[config.mk]
export PLATFORM = sky130hd
export DESIGN_NAME = cpld4_row_collector
export DESIGN_NICKNAME = d
export VERILOG_FILES = /design/src/rtl/cpld4_row_collector.sv
export SDC_FILE = /design/constraint.sdc
export NUM_CORES = 1
export LEC_CHECK = 0
export BUFFER_PORTS_ARGS = -buffer_cell sky130_fd_sc_hd__clkbuf_2
export CORE_UTILIZATION = 54
export CTS_CLUSTER_SIZE = 8
export DETAILED_ROUTE_END_ITERATION = 6
export GPL_TIMING_DRIVEN = 0
export PLACE_DENSITY = 0.76
export SYNTH_ARGS = -nofsm -noshare
export SYNTH_HDL_FRONTEND = slang
export SYNTH_SLANG_ARGS = --single-unit
[constraint.sdc]
create_clock -name clk -period 2.4 [get_ports clk]
set_clock_uncertainty 0.2 [all_clocks]
set_input_delay 0.36 -clock clk [delete_from_list [all_inputs] [get_ports clk]]
set_output_delay 0.36 -clock clk [all_outputs]
set_load 0.02 [all_outputs]
[src/rtl/cpld4_row_collector.sv]
// cpld4_row_collector: reassembles CPLD3 column words into rows
// and drains each row in column order on a ready/valid port.
module cpld4_row_collector #(
  parameter int COLS  = 8,
  parameter int WIDTH = 5
) (
  input  logic             clk,
  input  logic             rst,
  input  logic [WIDTH-1:0] left_in,
  input  logic [3:0]       sel_in,
  input  logic             last_row,
  output logic [WIDTH-1:0] out_data,
  output logic [2:0]       out_col,
  output logic             out_valid,
  input  logic             out_ready,
  output logic             out_last,
  output logic [7:0]       row_count,
  output logic             overflow,
  output logic             col_err
);

  typedef enum logic {
    IDLE,
    SEND
  } state_t;

  localparam logic [2:0] LAST_COL = 3'(COLS - 1);
  localparam logic [3:0] NCOLS    = 4'(COLS);

  logic [COLS-1:0][WIDTH-1:0] cap_q, cap_d;
  logic [COLS-1:0][WIDTH-1:0] word_q, word_d;
  logic [COLS-1:0]            mask_q, mask_d;
  logic                       row_full_q, row_full_d;
  logic                       row_last_q, row_last_d;
  logic                       last_q, last_d;
  state_t                     state_q, state_d;
  logic [2:0]                 rd_col_q, rd_col_d;
  logic [7:0]                 row_count_q, row_count_d;
  logic                       overflow_q, overflow_d;
  logic                       col_err_q, col_err_d;

  logic       wr_en;
  logic [2:0] wr_col;
  logic       col_ok;
  logic       hs;
  logic       row_done;
  logic       xfer;
  logic [COLS-1:0] mask_base;
  logic       full_base;
  logic       last_base;
  logic       bad_col;
  logic       drop;
  logic       dup;
  logic       accept;

  assign wr_en    = sel_in[3];
  assign wr_col   = sel_in[2:0];
  assign col_ok   = {1'b0, wr_col} < NCOLS;
  assign hs       = (state_q == SEND) & out_ready;
  assign row_done = hs & (rd_col_q == LAST_COL);
  assign xfer     = row_full_q
                  & ((state_q == IDLE) | row_done);

  // A transfer empties the capture row before this edge's write lands.
  assign mask_base = xfer ? '0 : mask_q;
  assign full_base = xfer ? 1'b0 : row_full_q;
  assign last_base = xfer ? 1'b0 : row_last_q;

  assign bad_col = wr_en & ~col_ok;
  assign drop    = wr_en & col_ok & full_base;
  assign dup     = wr_en & col_ok & ~full_base
                 & mask_base[wr_col];
  assign accept  = wr_en & col_ok & ~full_base
                 & ~mask_base[wr_col];

  // Capture side: store accepted words, track the mask and error flags.
  always_comb begin
    cap_d      = cap_q;
    mask_d     = mask_base;
    row_full_d = full_base;
    row_last_d = last_base;
    overflow_d = overflow_q;
    col_err_d  = col_err_q;
    unique case (1'b1)
      bad_col: col_err_d = 1'b1;
      drop:    overflow_d = 1'b1;
      dup:     col_err_d = 1'b1;
      accept: begin
        cap_d[wr_col]  = left_in;
        mask_d[wr_col] = 1'b1;
        row_last_d     = last_base | last_row;
        row_full_d     = &mask_d;
      end
      default: ;
    endcase
  end

  // Output FSM: latch a full row, then drain it one word per handshake.
  always_comb begin
    state_d     = state_q;
    rd_col_d    = rd_col_q;
    word_d      = word_q;
    last_d      = last_q;
    row_count_d = row_count_q;
    unique case (state_q)
      IDLE: ;
      SEND: begin
        if (hs) begin
          if (rd_col_q == LAST_COL) begin
            row_count_d = row_count_q + 8'd1;
            rd_col_d    = 3'd0;
            state_d     = IDLE;
          end else begin
            rd_col_d = rd_col_q + 3'd1;
          end
        end
      end
      default: state_d = IDLE;
    endcase
    if (xfer) begin
      word_d   = cap_q;
      last_d   = row_last_q;
      rd_col_d = 3'd0;
      state_d  = SEND;
    end
  end

  // State registers; reset discards any partial or pending row.
  always_ff @(posedge clk or negedge rst) begin
    if (!rst) begin
      cap_q       <= '0;
      word_q      <= '0;
      mask_q      <= '0;
      row_full_q  <= 1'b0;
      row_last_q  <= 1'b0;
      last_q      <= 1'b0;
      state_q     <= IDLE;
      rd_col_q    <= 3'd0;
      row_count_q <= 8'd0;
      overflow_q  <= 1'b0;
      col_err_q   <= 1'b0;
    end else begin
      cap_q       <= cap_d;
      word_q      <= word_d;
      mask_q      <= mask_d;
      row_full_q  <= row_full_d;
      row_last_q  <= row_last_d;
      last_q      <= last_d;
      state_q     <= state_d;
      rd_col_q    <= rd_col_d;
      row_count_q <= row_count_d;
      overflow_q  <= overflow_d;
      col_err_q   <= col_err_d;
    end
  end

  assign out_valid = (state_q == SEND);
  assign out_data  = out_valid ? word_q[rd_col_q] : '0;
  assign out_col   = rd_col_q;
  assign out_last  = out_valid & (rd_col_q == LAST_COL)
                   & last_q;
  assign row_count = row_count_q;
  assign overflow  = overflow_q;
  assign col_err   = col_err_q;

endmodule

# Yosys cells after proc, flatten, opt, wreduce, memory -nomap -nowiden
# Index checks and enable logic that the tools add are counted.
[totals] output_inout_bits=20 in_bits=13 ff_bits=105
[op_classes] n_mux=24 bitwise_logic=15 eq_ne=1 addsub=2 n_reduce_logical=6 n_lt_le_gt_ge=3
[ops] op="$bwmux 40" n=1
[ops] op="$mux 8" n=2
[ops] op="$bmux 5 s3" n=1
[ops] op="$demux 5 s3" n=1
[ops] op="$mux 5" n=3
[ops] op="$mux 3" n=4
[ops] op="$mux 1" n=10
[ops] op="$and 1x1->1" n=9
[ops] op="$add 8x1->8 const B" n=1
[ops] op="$lt 3x4->1 const B" n=2
[ops] op="$or 8x8->8" n=1
[ops] op="$reduce_and 8->1" n=1
[ops] op="$reduce_bool 2->1" n=2
[ops] op="$add 3x1->3 const B" n=1
[ops] op="$bmux 1 s3" n=1
[ops] op="$demux 1 s3" n=1
[ops] op="$eq 3x3->1 const B" n=1
[ops] op="$ge 3x1->1 const B" n=1
[ops] op="$not 1->1" n=3
[ops] op="$reduce_and 3->1" n=1
[ops] op="$or 1x1->1" n=2
[ops] op="$reduce_and 2->1" n=1
[ops] op="$logic_and 1x1->1" n=1

# Depth between registers and ports, before layout
[depth] word_depth=10 mapped_depth=9 ltp_nobuf=7

# Worst setup path after synthesis
# OpenSTA, ideal clock, no wires.
[synth_path] path_type="register -> register" from="register rd_col_q[0] (netlist: out_col[0])" to="register word_q[26] (netlist bit)" path_stages_with_launch=8 period_less_slack_ns=2.457 path_buffers=2 t_required_ns=2.075 setup_slack_ns=-0.057 t_arrival_ns=2.132 setup_time_ns=0.125 path_cell_list="dfrtp_1 > ha_1 > ha_1 > a21boi_0 > nand2b_1 > buf_2 > clkbuf_1 > mux2_2"
[synth_via] elab_chain_len=4
[synth_rtl] element="start, declared" line_no="37" rtl="logic [2:0] rd_col_q, rd_col_d;"
[synth_rtl] element="start signal, assigned" line_no="150" rtl="rd_col_q <= rd_col_d;"
[synth_rtl] element="$eq 3x3->1" line_no="60" rtl="assign row_done = hs & (rd_col_q == LAST_COL);"
[synth_rtl] element="$and 1x1->1" line_no="60"
[synth_rtl] element="$or 1x1->1" line_no="62" rtl="& ((state_q == IDLE) | row_done);"
[synth_rtl] element="$and 1x1->1" line_no="62"
[synth_rtl] element="end signal, assigned" line_no="144" rtl="word_q <= word_d;"
[synth_rtl] element="end, declared" line_no="31" rtl="logic [COLS-1:0][WIDTH-1:0] word_q, word_d;"
# Every way passes these cells.
# A chain may end at the register's enable or synchronous reset.

# Worst setup path in the final report
[layout_path] from="register rd_col_q[0] (netlist: out_col[0])" to="output out_data[0]"
[layout_via] elab_chain_len=3
[layout_rtl] element="$bmux 5 s3" line_no="158" rtl="assign out_data = out_valid ? word_q[rd_col_q] : '0;"
[layout_rtl] element="$mux 5 (not written as such)" line_no="158"
[layout_rtl] element="$mux 5" line_no="158"
[layout_rtl] element="end, declared" line_no="12" rtl="output logic [WIDTH-1:0] out_data,"
# Every way passes these cells. The select of a mux whose other input is x is not followed.

==> metrics.cfg <==
[setup_path]
cp.required_ns = 1.84
r2r-start = out_col[0]$_DFFE_PN0P_
critical_path.endpoint_type = output pin
startpoint_type = flop
path_max_fanout = 5
r2r_setup_slack_ns = 0.04
worstPathArrival_ns = 1.85
criticalPathCategory = flop to output pin
rr_worst_depth = 8
r2r_end = cap_q[34]$_DFFE_PN0P_
startpoint = out_col[0]$_DFFE_PN0P_

[grt]
antenna_found_initial = 0
grt_max_degree = 60
grt_use_total = 0.2425
overflow = 0
first_global_vias = 2961
grt_first_pass_wirelength_um = 15550

[floorplanning]
std_cell_rows = 32
boundaryPins = 33
die-area_um2 = 8734
die_y_um = 93.46
core_area_um2 = 7888
die_w_um = 93.46
start_util = 0.5727

[synth]
netlist_area_um2 = 4517
postSynthAreaPerCell_um2 = 13.52
ys_warn_count = 0
synthesis.instances = 334
synth_nets = 350
ys_types = 36
synth_top_area_share = 0.5817
synth.most_common_cell = dfrtp_1
synthTopCellsByArea = dfrtp_1 58%, mux2_2 12%, o2bb2ai_1 7.0%, mux4_2 5.0%, nand2_1 3.5%
synth-seq-cells = 105
yosys.area.top_type = dfrtp_1
ys_seq_area_frac = 0.5817
synth_commonest_cells = 105 x dfrtp_1, 48 x mux2_2, 42 x nand2_1, 36 x o2bb2ai_1, 10 x mux4_2
synth_edf_count = 0
async_reset_ff_frac = 1.000
synth_ff_type = dfrtp_1

[place]
dpl.hpwl_um = 6571
port_buffers = 30
gp_congestion = 0.8193

[route]
totalWireLength_um = 9831
ant_nets = 0
drt-initial-drc-count = 189
drc_errors = 0
via_per_inst = 6.006
vias = 2943
dr.pass1.iters = 4
wire_per_inst_um = 20.06

[pwr]
fin_total_pwr_mw = 5.768
max-vdd-ir-drop_mv = 0.4779
p_leak_nw = 2.429
power.density_nw_per_um2 = 1101

[clock_network]
clockBufferDepth = 2
cts_buffers = 9
root_buffer = clkbuf_8
cts_tree = yes
cts_htree_levels = 3
clk-insertion-delay-late_ns = 0.37
path_clk_slew_ns = 0.11
numClockSinks = 105

[timing]
setup_viol = 1
fmaxAchievable_ghz = 0.4150
grt_setup_unrepaired = yes
layout_worst_path_cycle_share = 1.004
setup_slack_ns = -0.009714
tightest_slew_ns = 0.6574
min_period_ns = 2.410
slew_viol_final = 0
finalHoldViolCount = 0
relSlewSlack = 0.5617

[flow_run]
maxCapViolations = 0

[min_path]
holdPathEnd = cap_q[30]$_DFFE_PN0P_
min_path_cells = 2
hold_class = input pin to flop
min_from = left_in[0]

[status]
status = complete, but fails checks
violations = negative setup slack

[final_layout]
insertedDiodeCount = 0
syn2layout_area_growth_pct = 15.98
drive_above_1_share = 0.3840
final_util = 0.6642
final_nets = 399

## cell families after synthesis
logic type	synth area share
DFF	0.5817
and+or+nand+nor	0.08144
muxes	0.1828
AOI/OAI and AO/OA	0.1130
buffers and inverters	0.01911
xor gates and xnor gates	0.01357
adders and majority gates	0.008311
## sequential cells by signal, indices dropped and copies added (netlist names)
name and cells:
last_q 1, out_valid 1, cap_q 40, row_full_q 1, mask_q 8, row_last_q 1, overflow 1, out_col 3
row_count 8, word_q 40, col_err 1
## critical path: stages (launching register included)
cell and delay [ns]:
dfrtp_2 0.48, clkbuf_16 0.19, mux4_2 0.52, nand2_1 0.09
a21boi_1 0.06, buf_2 0.16
## stage by stage
stage / hold slack, ns / TNS [ns] / worst slack [ns] / area (um2) / cells
after floorplan: -0.1356 / 0 / 0.05259 / 4518 / 334
after global placement: 0.2491 / -67.78 / -0.5614 / 4796 / 466
after detailed placement: 0.2590 / -8.981 / -0.1842 / 4826 / 467
after CTS: 0.05581 / -0.05090 / -0.05090 / 5116 / 486
after global routing: 0.04884 / -0.4667 / -0.06003 / 5239 / 490
final: 0.05881 / -0.009714 / -0.009714 / 5239 / 490
## how the worst max path moves through the flow
| stage | end | slack, ns | cells past startpoint |
|---|---|---|---|
| final | out_data[0] | -0.01 | 5 |
| after detailed placement | cap_q[11]$_DFFE_PN0P_ | -0.18 | 9 |
| after CTS | out_data[1] | -0.05 | 5 |
| after floorplan | cap_q[30]$_DFFE_PN0P_ | 0.05 | 8 |
| after global routing | out_data[0] | -0.06 | 5 |
| after global placement | cap_q[12]$_DFFE_PN0P_ | -0.56 | 1 |
## layout by cell type (no fill, tap or decap), drive strengths merged, types with 2 or more instances in the layout
cell type,Yosys,final
a21boi,6,6
a22o,4,4
a31o,2,2
and3,4,4
buf,11,19
clkbuf,4,44
clkinv,0,2
dfrtp,105,105
ha,3,3
inv,4,5
mux2,48,48
mux2i,6,6
mux4,10,10
nand2,42,42
nand2b,7,7
nand3,8,8
nand4,7,7
nor2,2,2
nor2b,3,3
o21ai,3,3
o22ai,2,2
o2bb2ai,36,36
o41ai,2,2
xnor2,6,6
## layer usage
metal  global-route usage  part of all wire
met1               0.3429              0.46
met2               0.3652              0.46
met3              0.04715             0.050
met4               0.1090             0.028
met5                    0                 0
## cell type report
cell class	instances	area [um2]
flip-flops and latches	105	2630
multi-input cells	210	1882
plain buffers	15	108.9
clock buffers	11	141.4
clock inverters	5	63.81
well taps	102	127.6
fillers	572	2649
inverters	4	15.01
repair buffers	38	270.3
## power breakdown
part           switching, mW  internal, mW  leakage (nW)
Combinational          0.849         0.996         0.984
Sequential             0.422          2.37          1.35
Clock                  0.608         0.519         0.100
## timing repair
item	in CTS	in global routing
hold buffers	1	0
setup endpoints to repair	91	92
gates cloned	0	1
pin swaps	1	4
resized for setup	21	32
buffers inserted	2	3
hold endpoints to repair	46	0
Note: power is estimated with default switching activity, not from simulation.
